$ cat src/rtl/stack_if.sv
// Stack request/status bundle: the master drives push/pop/di, the stack returns its
// pointer, full/empty/error flags and registered pop data.
interface stack_if #(
  parameter int unsigned N  = 4,
  parameter int unsigned WL = 3
);
  logic          push;
  logic          pop;
  logic [WL-1:0] di;
  logic [N-1:0]  sp;
  logic          full;
  logic          empty;
  logic          error;
  logic [WL-1:0] data;

  modport master (
    output push, pop, di,
    input  sp, full, empty, error, data
  );

  modport slave (
    input  push, pop, di,
    output sp, full, empty, error, data
  );
endinterface

$ cat src/rtl/stack.sv
// N-deep LIFO of WL-bit words with registered pop data and an illegal-operation flag.
// Define STACK_ERR_STICKY_EN to make the error flag sticky until reset.
module stack #(
  parameter int unsigned N  = 4,
  parameter int unsigned WL = 3
) (
  input logic     CLK,
  input logic     RESET,
  stack_if.slave  bus
);
  localparam int unsigned AW = (N > 1) ? $clog2(N) : 1;

  logic [WL-1:0] r_mem [N];
  logic [N-1:0]  r_sp;
  logic [WL-1:0] r_data;
  logic          r_error;

  logic          w_full;
  logic          w_empty;
  logic [AW-1:0] w_top_idx;
  logic [AW-1:0] w_wr_idx;
  logic          w_we;
  logic          w_rd;
  logic          w_illegal;
  logic [N-1:0]  w_sp_d;

  assign w_full    = (r_sp == N'(N));
  assign w_empty   = (r_sp == '0);
  assign w_top_idx = r_sp[AW-1:0] - AW'(1);

  always_comb begin
    w_we      = 1'b0;
    w_rd      = 1'b0;
    w_illegal = 1'b0;
    w_wr_idx  = r_sp[AW-1:0];
    w_sp_d    = r_sp;
    if (bus.push && bus.pop) begin
      if (w_empty) begin
        // Push still happens on an empty stack; only the pop half is illegal.
        w_we      = 1'b1;
        w_illegal = 1'b1;
        w_sp_d    = N'(1);
      end else begin
        w_we     = 1'b1;
        w_rd     = 1'b1;
        w_wr_idx = w_top_idx;
      end
    end else if (bus.push) begin
      if (w_full) begin
        w_illegal = 1'b1;
      end else begin
        w_we   = 1'b1;
        w_sp_d = r_sp + N'(1);
      end
    end else if (bus.pop) begin
      if (w_empty) begin
        w_illegal = 1'b1;
      end else begin
        w_rd   = 1'b1;
        w_sp_d = r_sp - N'(1);
      end
    end
  end

  always_ff @(posedge CLK) begin
    if (w_we) begin
      r_mem[w_wr_idx] <= bus.di;
    end
  end

  always_ff @(posedge CLK or negedge RESET) begin
    if (!RESET) begin
      r_sp    <= '0;
      r_data  <= '0;
      r_error <= 1'b0;
    end else begin
      r_sp <= w_sp_d;
      if (w_rd) begin
        r_data <= r_mem[w_top_idx];
      end
`ifdef STACK_ERR_STICKY_EN
      r_error <= r_error | w_illegal;
`else
      r_error <= w_illegal;
`endif
    end
  end

  assign bus.sp    = r_sp;
  assign bus.full  = w_full;
  assign bus.empty = w_empty;
  assign bus.error = r_error;
  assign bus.data  = r_data;
endmodule

$ cat src/flat_wrapper.sv
// flat-port wrapper written by rule: the top's interface ports become plain ports
module stack_flat 
#(
  parameter int unsigned N  = 4,
  parameter int unsigned WL = 3
)
  (CLK, RESET, bus_push, bus_pop, bus_di, bus_sp, bus_full, bus_empty, bus_error, bus_data);
  stack_if #(.N(N), .WL(WL)) bus_i ();
  input logic CLK;
  input logic RESET;
  input wire logic [$bits(bus_i.push)-1:0] bus_push;
  input wire logic [$bits(bus_i.pop)-1:0] bus_pop;
  input wire logic [$bits(bus_i.di)-1:0] bus_di;
  output wire logic [$bits(bus_i.sp)-1:0] bus_sp;
  output wire logic [$bits(bus_i.full)-1:0] bus_full;
  output wire logic [$bits(bus_i.empty)-1:0] bus_empty;
  output wire logic [$bits(bus_i.error)-1:0] bus_error;
  output wire logic [$bits(bus_i.data)-1:0] bus_data;
  assign bus_i.push = bus_push;
  assign bus_i.pop = bus_pop;
  assign bus_i.di = bus_di;
  assign bus_sp = bus_i.sp;
  assign bus_full = bus_i.full;
  assign bus_empty = bus_i.empty;
  assign bus_error = bus_i.error;
  assign bus_data = bus_i.data;
  stack #(.N(N), .WL(WL)) u_core (.CLK(CLK), .RESET(RESET), .bus(bus_i));
endmodule
$ cat config.mk
export PLATFORM = sky130hd
export DESIGN_NAME = stack_flat
export DESIGN_NICKNAME = d
export VERILOG_FILES = /design/src/rtl/stack_if.sv /design/src/rtl/stack.sv /design/src/flat_wrapper.sv
export SDC_FILE = /design/constraint.sdc
export NUM_CORES = 1
export LEC_CHECK = 0
export CORE_MARGIN = 2
export CORE_UTILIZATION = 35
export CTS_BUF_LIST = sky130_fd_sc_hd__clkbuf_8
export DETAILED_ROUTE_END_ITERATION = 7
export SYNTH_ARGS = -nofsm -noshare
export SYNTH_HDL_FRONTEND = slang
export SYNTH_SLANG_ARGS = --single-unit
$ cat constraint.sdc
create_clock -name CLK -period 4.9 [get_ports CLK]
set_input_delay 0.49 -clock CLK [delete_from_list [all_inputs] [get_ports CLK]]
set_output_delay 0.49 -clock CLK [all_outputs]
set_load 0.02 [all_outputs]
==> out/qor.csv <==
stage,metric,value,unit
run_status,outcome,"complete, no violations",
cells_and_area,final core occ,45.0,%
placed_design,routability cong.,0.772,
global_route,total global-route track usage,12.6,%
logic_synthesis,synthesized cell area,1140,um2
cells_and_area,ant diodes,0,
sta,Setup-failing EPs final,0,
global_route,initial antenna violation count,0,
power,Logic pwr share,49.1,%
power,NetSw,342,uW
floorplan,Die Footprint,3740,um2
power,PD cells,653,nW/um2
cts,CTS max path bufs,2,
cts,H-Tree Depth,1,
cts,CTS tree,done,
worst_setup_path,"reg-to-reg slack, setup",2350,ps
placed_design,PortBufs,16,
route,drc violations,0,
sta,RSZ-0062 raised after global routing,no,
logic_synthesis,Post-synth EDFFs,12,
power,sequential power share,33.2,%
power,LEAKAGE,0.513,nW
logic_synthesis,"Seq/Total Area, Yosys",49.0,%
floorplan,Cell Rows,20,
sta,TNS Setup,0,ps
sta,fmax,352,MHz
power,Net Sw Frac,37.8,%
floorplan,core area,3080,um2
floorplan,die width,61.2,um
route,total wire length,2090,um
cells_and_area,Layout Nets,123,
worst_setup_path,R2R Path Start,u_core.bus.sp[0]$_DFFE_PN0P_,
power,Int Pwr,563,uW
logic_synthesis,ranking of synthesized cells by area,"edfxtp_1 (31%), dfrtp_1 (17%), mux4_2 (3.9%), ha_1 (3.3%), mux2_2 (3.0%)",
logic_synthesis,Mapped Nets,108,
logic_synthesis,ys async rst share,40.0,%
power,Worst VDD drop,236,uV
placed_design,Placed Cells,151,
floorplan,Top Ports,17,
worst_setup_path,critical path class,reg -> out,
route,number of routed nets with antenna violations,0,
global_route,gr ovfl total,0,
floorplan,Starting Density,37.2,%
worst_setup_path,data required time of the worst path,4410,ps
sta,Final Hold Viols,0,
sta,Final Cycle Share,57.9,%
global_route,largest net degree at the start of global routing,20,
cts,CTS resizes,0,
cts,Sink Count,20,
sta,Slew Limit Fails,0,
global_route,number of global-route vias before repair,767,
sta,"Min Clock Period, post-route",2840,ps
worst_setup_path,CP Data Arrival Time,2350,ps
power,Clock power frac,17.7,%
global_route,first-pass GRT wire length,3490,um
power,Total Power,906,uW
floorplan,die height,61.2,um
cells_and_area,Finished Layout Cells,155,
route,Via Count,797,
min_path,Hold Crit Class,in -> async,
worst_setup_path,FF-to-FF path depth,6,
cells_and_area,share of post-route cells with drive strength above 1,13.5,%
worst_setup_path,"Max FO, Critical Path",12,
route,via/cell ratio,5.14,
sta,Worst slew margin,55.9,%
run,MaxCap Viol Count,0,
logic_synthesis,Syn Area/Cell,11.8,um2
logic_synthesis,share of the synthesized area in the top cell type,31.5,%
cells_and_area,area grow syn2layout,21.1,%
logic_synthesis,Cell variety after synth,39,
cts,clock insertion delay at the later pin of the skew report,250,ps
logic_synthesis,Synth Register Bits,20,
logic_synthesis,Synth Instances,97,
cts,TritonCTS Buffers,3,
cells_and_area,Fill cells,285,
logic_synthesis,synth warn,0,
worst_setup_path,Worst Setup End Kind,output port,
cts,clock root buffer,clkbuf_8,
sta,worst slew pin tran,660,ps
worst_setup_path,Critical Path Start Type,register,
logic_synthesis,Post-synth top flop,edfxtp_1,
placed_design,hpwl dp,1590,um
route,WL/cell,13.5,um
sta,clock skew,5.65,ps
cts,Hold Buf Count CTS,0,
route,initial drt markers,40,
route,1st-pass router iterations,4,
cts,clock-pin transition on the worst setup and hold timing paths,70,ps
logic_synthesis,Yosys top cell by area,edfxtp_1,
cts,setup bufs post-CTS,0,
worst_setup_path,endpoint of the worst-slack reg-to-reg timing path,u_core.r_mem[2][0]$_DFFE_PP_,
==> critical path, stage by stage (launching register included) <==
cell             delay, ps
dfrtp_1                630
inv_1                  230
ha_1                   300
nand2b_1               300
nor2_1                  70
clkdlybuf4s50_1        550
==> sequential cells by signal, summed over array words and instances (netlist names) <==
| register | cells |
|---|---|
| u_core.r_mem | 12 |
| u_core.bus.sp | 4 |
| u_core.bus.error | 1 |
| u_core.bus.data | 3 |
==> worst max path at each step <==
stage	end	slack (ps)	cells past startpoint	start
after CTS	bus_empty	2040	5	u_core.bus.sp[0]$_DFFE_PN0P_
final	bus_empty	2060	5	u_core.bus.sp[0]$_DFFE_PN0P_
after global placement	u_core.bus.sp[3]$_DFFE_PN0P_	2270	7	bus_push
after floorplan	u_core.r_mem[3][0]$_DFFE_PP_	2670	8	u_core.bus.sp[0]$_DFFE_PN0P_
after global routing	bus_empty	1890	5	u_core.bus.sp[0]$_DFFE_PN0P_
after detailed placement	u_core.bus.sp[3]$_DFFE_PN0P_	2260	7	bus_push
==> cell usage in the layout, fill, tap and decap left out, types with 2 or more instances in the layout <==
cell             instances
a31oi_1                  4
o21ai_0                  5
o21ai_1                  2
nor2b_1                  3
a21oi_1                  5
dfrtp_1                  8
ha_1                     3
nor2_1                   7
clkdlybuf4s50_1         16
inv_1                    3
clkbuf_8                 3
mux2_2                   3
mux4_2                   2
nand2_1                  6
nor4_1                   2
edfxtp_1                12
nand3_1                  2
xor2_1                   2
nand2b_1                 2
o31ai_1                  2
==> Yosys cell counts (2+ instances only) <==
cell      count
a21oi_1       5
nor2b_1       3
o21ai_1       2
nand2b_1      2
mux2_2        3
buf_2         3
a31oi_1       4
xor2_1        2
dfrtp_1       8
ha_1          3
inv_1         3
nor4_1        2
nand3_1       2
mux4_2        2
o21ai_0       5
buf_6         2
edfxtp_1     12
o31ai_1       2
nand2_1       6
nor2_1        7
==> cell type report <==
cell class	instances	area (um2)	share of cell area, %
sequential	20	561	40.4
multi-input combinational	67	524	37.8
timing repair buffer	16	160	11.6
tap	44	55.1	3.97
clock buffer	3	41.3	2.98
clock inverter	1	30.0	2.17
inverter	4	15.0	1.08
==> power by group through the flow <==
| stage | logic (mW) | clock network (mW) | registers (mW) |
|---|---|---|---|
| floorplan | 0.310 | 0 | 0.309 |
| global placement | 0.449 | 0 | 0.303 |
| detailed placement | 0.449 | 0 | 0.305 |
| CTS | 0.451 | 0.164 | 0.301 |
| global route | 0.495 | 0.172 | 0.310 |
| finish | 0.445 | 0.160 | 0.301 |
==> metrics by stage <==
| stage | worst slack, ps | area [um2] | hold WS [ps] |
|---|---|---|---|
| detailed placement | 2260 | 1320 | 501 |
| global route | 1890 | 1390 | 528 |
| global placement | 2270 | 1320 | 494 |
| finish | 2060 | 1390 | 510 |
| floorplan | 2670 | 1140 | 194 |
| CTS | 2040 | 1390 | 518 |
==> metal layers <==
metal  global-route usage, %  vias up  routed length, um
met5                       0        -                  0
met4                    1.86        0                  0
met3                    4.41        0                 94
met2                    21.1       19               1050
met1                    16.2      379                951
li1                        -      399                  -
==> logic make-up (layout without fill, tap and decap cells) <==
kind of cell / count (synthesis) / in the layout / synth area share (%)
AOI/OAI and AO/OA: 26 / 26 / 15.1
DFF: 20 / 20 / 49.0
buffers and inverters: 10 / 24 / 5.25
adders and majority gates: 4 / 4 / 5.03
and+or+nand+nor: 26 / 26 / 12.0
xor gates and xnor gates: 3 / 3 / 2.30
muxes: 8 / 8 / 11.4
Power figures use the tool's default switching activity.
